--- src/rtl/ring_pkg.sv ---
// ring_pkg: shared state encoding and default cadence for the ring cadence generator.
package ring_pkg;
   typedef enum logic [1:0] {IDLE, RING_ON, RING_OFF} ring_state_t;
   localparam int DEF_ON_CYCLES  = 4;
   localparam int DEF_OFF_CYCLES = 8;
   localparam int DEF_MAX_BURSTS = 5;
   function automatic int cycles_max(input int a, input int b);
      return (a > b) ? a : b;
   endfunction
endpackage

--- src/rtl/phase_timer.sv ---
// phase_timer: loadable down-counter; done marks the last cycle of the loaded phase.
module phase_timer #(
   parameter int W = 4
) (
   input  logic         clk,
   input  logic         reset,
   input  logic         load,
   input  logic [W-1:0] load_val,
   output logic         done
);
   logic [W-1:0] cnt;
   always_ff @(posedge clk or posedge reset)
      if (reset) cnt <= '0;
      else if (load) cnt <= load_val;
      else if (cnt != '0) cnt <= cnt - W'(1);
   assign done = cnt == W'(1);
endmodule

--- src/rtl/ring_cadence_gen.sv ---
// ring_cadence_gen: ring-on/silent-gap cadence for an incoming call, with missed-call pulse.
module ring_cadence_gen
   import ring_pkg::*;
#(
   parameter int ON_CYCLES  = DEF_ON_CYCLES,
   parameter int OFF_CYCLES = DEF_OFF_CYCLES,
   parameter int MAX_BURSTS = DEF_MAX_BURSTS
) (
   input  logic                            clk,
   input  logic                            reset,
   input  logic                            call_in,
   input  logic                            answer,
   input  logic                            hangup,
   output logic                            ring,
   output logic                            busy,
   output logic                            missed,
   output logic [$clog2(MAX_BURSTS+1)-1:0] burst_cnt
);
   localparam int BW = $clog2(MAX_BURSTS + 1);
   localparam int TW = $clog2(cycles_max(ON_CYCLES, OFF_CYCLES) + 1);
   ring_state_t   state, state_nx;
   logic [BW-1:0] burst_nx;
   logic [TW-1:0] load_val;
   logic          load, done, stop, missed_nx;
   assign stop = answer | hangup;
   phase_timer #(.W(TW)) u_timer (
      .clk      (clk),
      .reset    (reset),
      .load     (load),
      .load_val (load_val),
      .done     (done)
   );
   // answer/hangup outrank timer expiry, so a stopped call never reports missed
   always_comb begin
      state_nx  = state;
      burst_nx  = burst_cnt;
      load      = 1'b0;
      load_val  = TW'(ON_CYCLES);
      missed_nx = 1'b0;
      case (state)
         IDLE:
            if (call_in) begin
               state_nx = RING_ON;
               load     = 1'b1;
               burst_nx = BW'(1);
            end
         RING_ON:
            if (stop) state_nx = IDLE;
            else if (done && burst_cnt == BW'(MAX_BURSTS)) begin
               state_nx  = IDLE;
               missed_nx = 1'b1;
            end else if (done) begin
               state_nx = RING_OFF;
               load     = 1'b1;
               load_val = TW'(OFF_CYCLES);
            end
         RING_OFF:
            if (stop) state_nx = IDLE;
            else if (done) begin
               state_nx = RING_ON;
               load     = 1'b1;
               burst_nx = burst_cnt + BW'(1);
            end
         default: state_nx = IDLE;
      endcase
   end
   always_ff @(posedge clk or posedge reset)
      if (reset) begin
         state     <= IDLE;
         ring      <= 1'b0;
         busy      <= 1'b0;
         missed    <= 1'b0;
         burst_cnt <= '0;
      end else begin
         state     <= state_nx;
         ring      <= state_nx == RING_ON;
         busy      <= state_nx != IDLE;
         missed    <= missed_nx;
         burst_cnt <= burst_nx;
      end
endmodule
--- config.mk ---
export PLATFORM = sky130hd
export DESIGN_NAME = ring_cadence_gen
export DESIGN_NICKNAME = d
export VERILOG_FILES = /design/src/rtl/ring_pkg.sv /design/src/rtl/phase_timer.sv /design/src/rtl/ring_cadence_gen.sv
export SDC_FILE = /design/constraint.sdc
export NUM_CORES = 1
export LEC_CHECK = 0
export ABC_CLOCK_PERIOD_IN_PS = 3200
export CAP_MARGIN = 40
export CORE_MARGIN = 3
export CORE_UTILIZATION = 51
export DETAILED_ROUTE_END_ITERATION = 7
export MAX_ROUTING_LAYER = met4
export PLACE_DENSITY = 0.85
export SLEW_MARGIN = 15
export SYNTH_ARGS = -nofsm -noshare
export SYNTH_HDL_FRONTEND = slang
export SYNTH_HIERARCHICAL = 1
export SYNTH_SLANG_ARGS = --single-unit
--- constraint.sdc ---
create_clock -name clk -period 3.2 [get_ports clk]
set_clock_uncertainty 0.2 [all_clocks]
set_input_delay 0.64 -clock clk [delete_from_list [all_inputs] [get_ports clk]]
set_output_delay 0.64 -clock clk [all_outputs]
set_load 0.01 [all_outputs]
==> key figures <==
Clock tree
  – Post-CTS resize count: 0
  – Num CTS Buffers: 3
  – Clock tree from TritonCTS: built
  – Clock tree sinks: 12
  – Post-CTS setup-driven buffer insertion count: 0
  – CTS Buffer Depth: 2
  – Depth of the CTS H-tree: 1
  – Hold buffer count at cts: 0
  – Clock latency of the later-clocked register in the worst-skew pair: around 0.27 ns
  – Clock-pin slew reported for the worst setup and hold paths after clock tree synthesis: about 0.08 ns
  – Buffer cell driving the clock tree root: clkbuf_4

Floorplanning
  – Number of placement rows: 13
  – Die H: roughly 44 um
  – Starting density of the core: 55.5%
  – Core region area: 1330 sq um
  – X dimension of the die: about 44 um
  – Die area: approximately 2000 sq um
  – I/O pin count: 11

Logic synthesis
  – Synthesized instance count: between 70 and 80
  – Most frequently used flop master after synthesis: dfrtp_1
  – Cell Area, Synth: 741 sq um
  – Seq/Total Area, Yosys: roughly 40%
  – Area fraction in and, or, nand and nor cells after synthesis: between 20 and 30%
  – YS warnings: 6
  – Xor/xnor share of the synthesized area: under 10%
  – Compound-cell area share of the yosys netlist: a little over an eighth
  – Main combinational cell family by area after synthesis: simple AND/OR/NAND/NOR gates
  – Mux contribution to synthesized area: 0%
  – Number of register bits inferred by synthesis: 12
  – Mean post-synth cell area: between 9 and 10 sq um
  – Distinct cell type count of the synthesized netlist: 32
  – Number of enable flip-flop cells after synthesis: 0
  – Fraction of registers with async set/reset: 100%
  – Synth Area in Adders: around 8.4%

Worst setup path
  – Reg2reg start: u_timer/cnt[1]
  – Crit path capture type: register
  – Critical path data arrival time: around 2.8 ns
  – Launching element type of the critical path: register
  – Worst endpoint required time: about 3.2 ns
  – Slack of the worst reg-to-reg path: between 0.3 and 0.4 ns
  – Setup CP Type: register to register
  – Count of buffering cells on the critical path with inverters included: 1
  – RR Endpoint: u_timer/cnt[1]
  – CP max stage cell: nor3b_1
  – Largest delay share family, worst path: simple AND/OR/NAND/NOR gates
  – Ordered list of cells on the worst path: inv_1 > ha_1 > nor3b_1 > nor3b_4 > a21oi_2 > o21ai_1 > a21oi_1 > a22o_1
  – Cells on worst reg2reg path: 8
  – Critical Path Max Stage Delay: about 0.51 ns
  – Max Fanout on Critical Path: 9

Route
  – Violation count after the first detailed-route iteration: 10
  – DRC viols: 0
  – First drt pass iteration count: 4
  – Antenna viol nets, final: 0
  – Post-DR vias/cell: approximately 5.6
  – Wirelength, routed: between 1 and 1.5 mm
  – DR WL met2: 670 um
  – Uppermost layer routed: met4
  – Average wire length per cell after detail routing: 14.3 um
  – Met3 wire length: 57 um
  – Wire length the detailed router placed on met1: approximately 720 um
  – DR vias: a little under 600

STA
  – Final setup TNS: 0 ns
  – Worst hold slack: 0.381 ns
  – RSZ-0062 raised after global routing: false
  – Tmin final: roughly 2.8 ns
  – Relative slew slack: 59.6%
  – Slack of the critical path: 0.374 ns
  – Final setup violation count: 0
  – Tightest Pin Transition: 0.605 ns
  – Number of hold-slack violations in the final timing report: 0
  – Maximum achievable frequency: between 300 and 400 MHz
  – Max-slew violation total from the final report: 0
  – Final clock period utilization by the worst path: 88.3%

Cells and area
  – Most used cells in the layout excluding fill and tap cells: dfrtp_1 (12), clkdlybuf4s50_1 (10), nand2_1 (8), inv_1 (6), ha_1 (5)
  – Final core area utilization: around two thirds
  – Count of antenna diodes in the layout: 0
  – Share of layout cells above drive strength 1: approximately 11%
  – Leading cell type in the layout, fill and taps excluded: dfrtp_1
  – Syn-to-layout area delta: 19.6%
  – Final-stage net count: 100

Pwr
  – Power per Cell Area: slightly above 600 nW/um^2
  – Leakage dissipation: between 0.0003 and 0.0004 uW
  – Worst vdd ir: 0.000329 V

GRT
  – Maximum number of pins on one net before global-route repair: 13
  – Number of antenna violations at the first check in global routing: 0
  – Grt total ovfl: 0
  – Wire length of the first global-routing pass: ~2.4 mm
  – Via count of the first global-routing pass: about 540
  – Overall fraction of global-route tracks in use: about 18%

Placed design
  – Weighted congestion reported at the end of routability-driven placement: approximately 0.76
  – Buffers on Ports: 10
  – Post-detailed-placement half-perimeter wirelength: approximately 1.1 mm
  – Pre-CTS setup slack: 0.514 ns

Status
  – Result of the run: completed

Run
  – Total of max-cap violations: 0

Min path
  – Path category of the worst min-delay check: input pin to asynchronous set/reset pin
cells in the mapped netlist (2+ instances only):
master	n	area share [%]
xnor2_1	3	3.5
nor2b_1	2	1.7
nor3_2	2	2.7
ha_1	5	8.4
nand3_1	4	2.7
o21ai_1	4	2.7
dfrtp_1	12	41
inv_1	6	3.0
buf_2	2	1.4
nor2_1	3	1.5
nor3b_1	3	3.0
a21oi_1	2	1.4
nand2_1	8	4.1
nor3b_4	2	5.1
o31ai_1	2	2.0
sequential cells by signal, summed over array words and instances, names as in the netlist:
| register | count |
|---|---|
| burst_cnt | 3 |
| busy | 1 |
| ring | 1 |
| u_timer/cnt | 4 |
| state | 2 |
| missed | 1 |
logic make-up (layout without fill, tap and decap cells):
family,Yosys count,count (layout)
xor gates and xnor gates,3,3
and+or+nand+nor,32,32
AOI/OAI and AO/OA,15,15
DFF,12,12
adders and majority gates,5,5
other,1,2
buffers and inverters,9,20
final cells by class:
cell class	instances	area, sq um
tap	15	18.8
inverter	6	22.5
sequential	12	300
timing repair buffer	10	100
fill	102	448
clock buffer	4	36.3
multi-input combinational	57	408
worst max path at each step:
stage,from,to,depth (start not counted)
floorplan,u_timer/cnt[1],u_timer/cnt[1],9
global placement,hangup,u_timer/cnt[1],6
detailed placement,u_timer/cnt[1],u_timer/cnt[1],8
CTS,u_timer/cnt[1],u_timer/cnt[1],8
global route,u_timer/cnt[1],u_timer/cnt[1],8
finish,u_timer/cnt[1],u_timer/cnt[1],8
power breakdown:
group	total, uW	switching [uW]	internal [uW]
sequential	224	41.1	183
clock	119	50.0	69.1
combinational	193	96.4	97.0
metrics by stage:
stage | cells | cell area (sq um) | power, uW
2_1_floorplan | 78 | 744 | 368
3_3_place_gp | 100 | 850 | 408
3_5_place_dp | 100 | 850 | 413
4_1_cts | 104 | 886 | 537
5_1_grt | 104 | 886 | 574
6_report | 104 | 886 | 537
metal layers:
layer	track usage, %	up-vias
li1	-	287
met1	21.7	279
met2	26.5	11
met3	4.07	4
met4	9.04	0
met5	-	-
No activity file was read; power rests on OpenSTA's default activity.
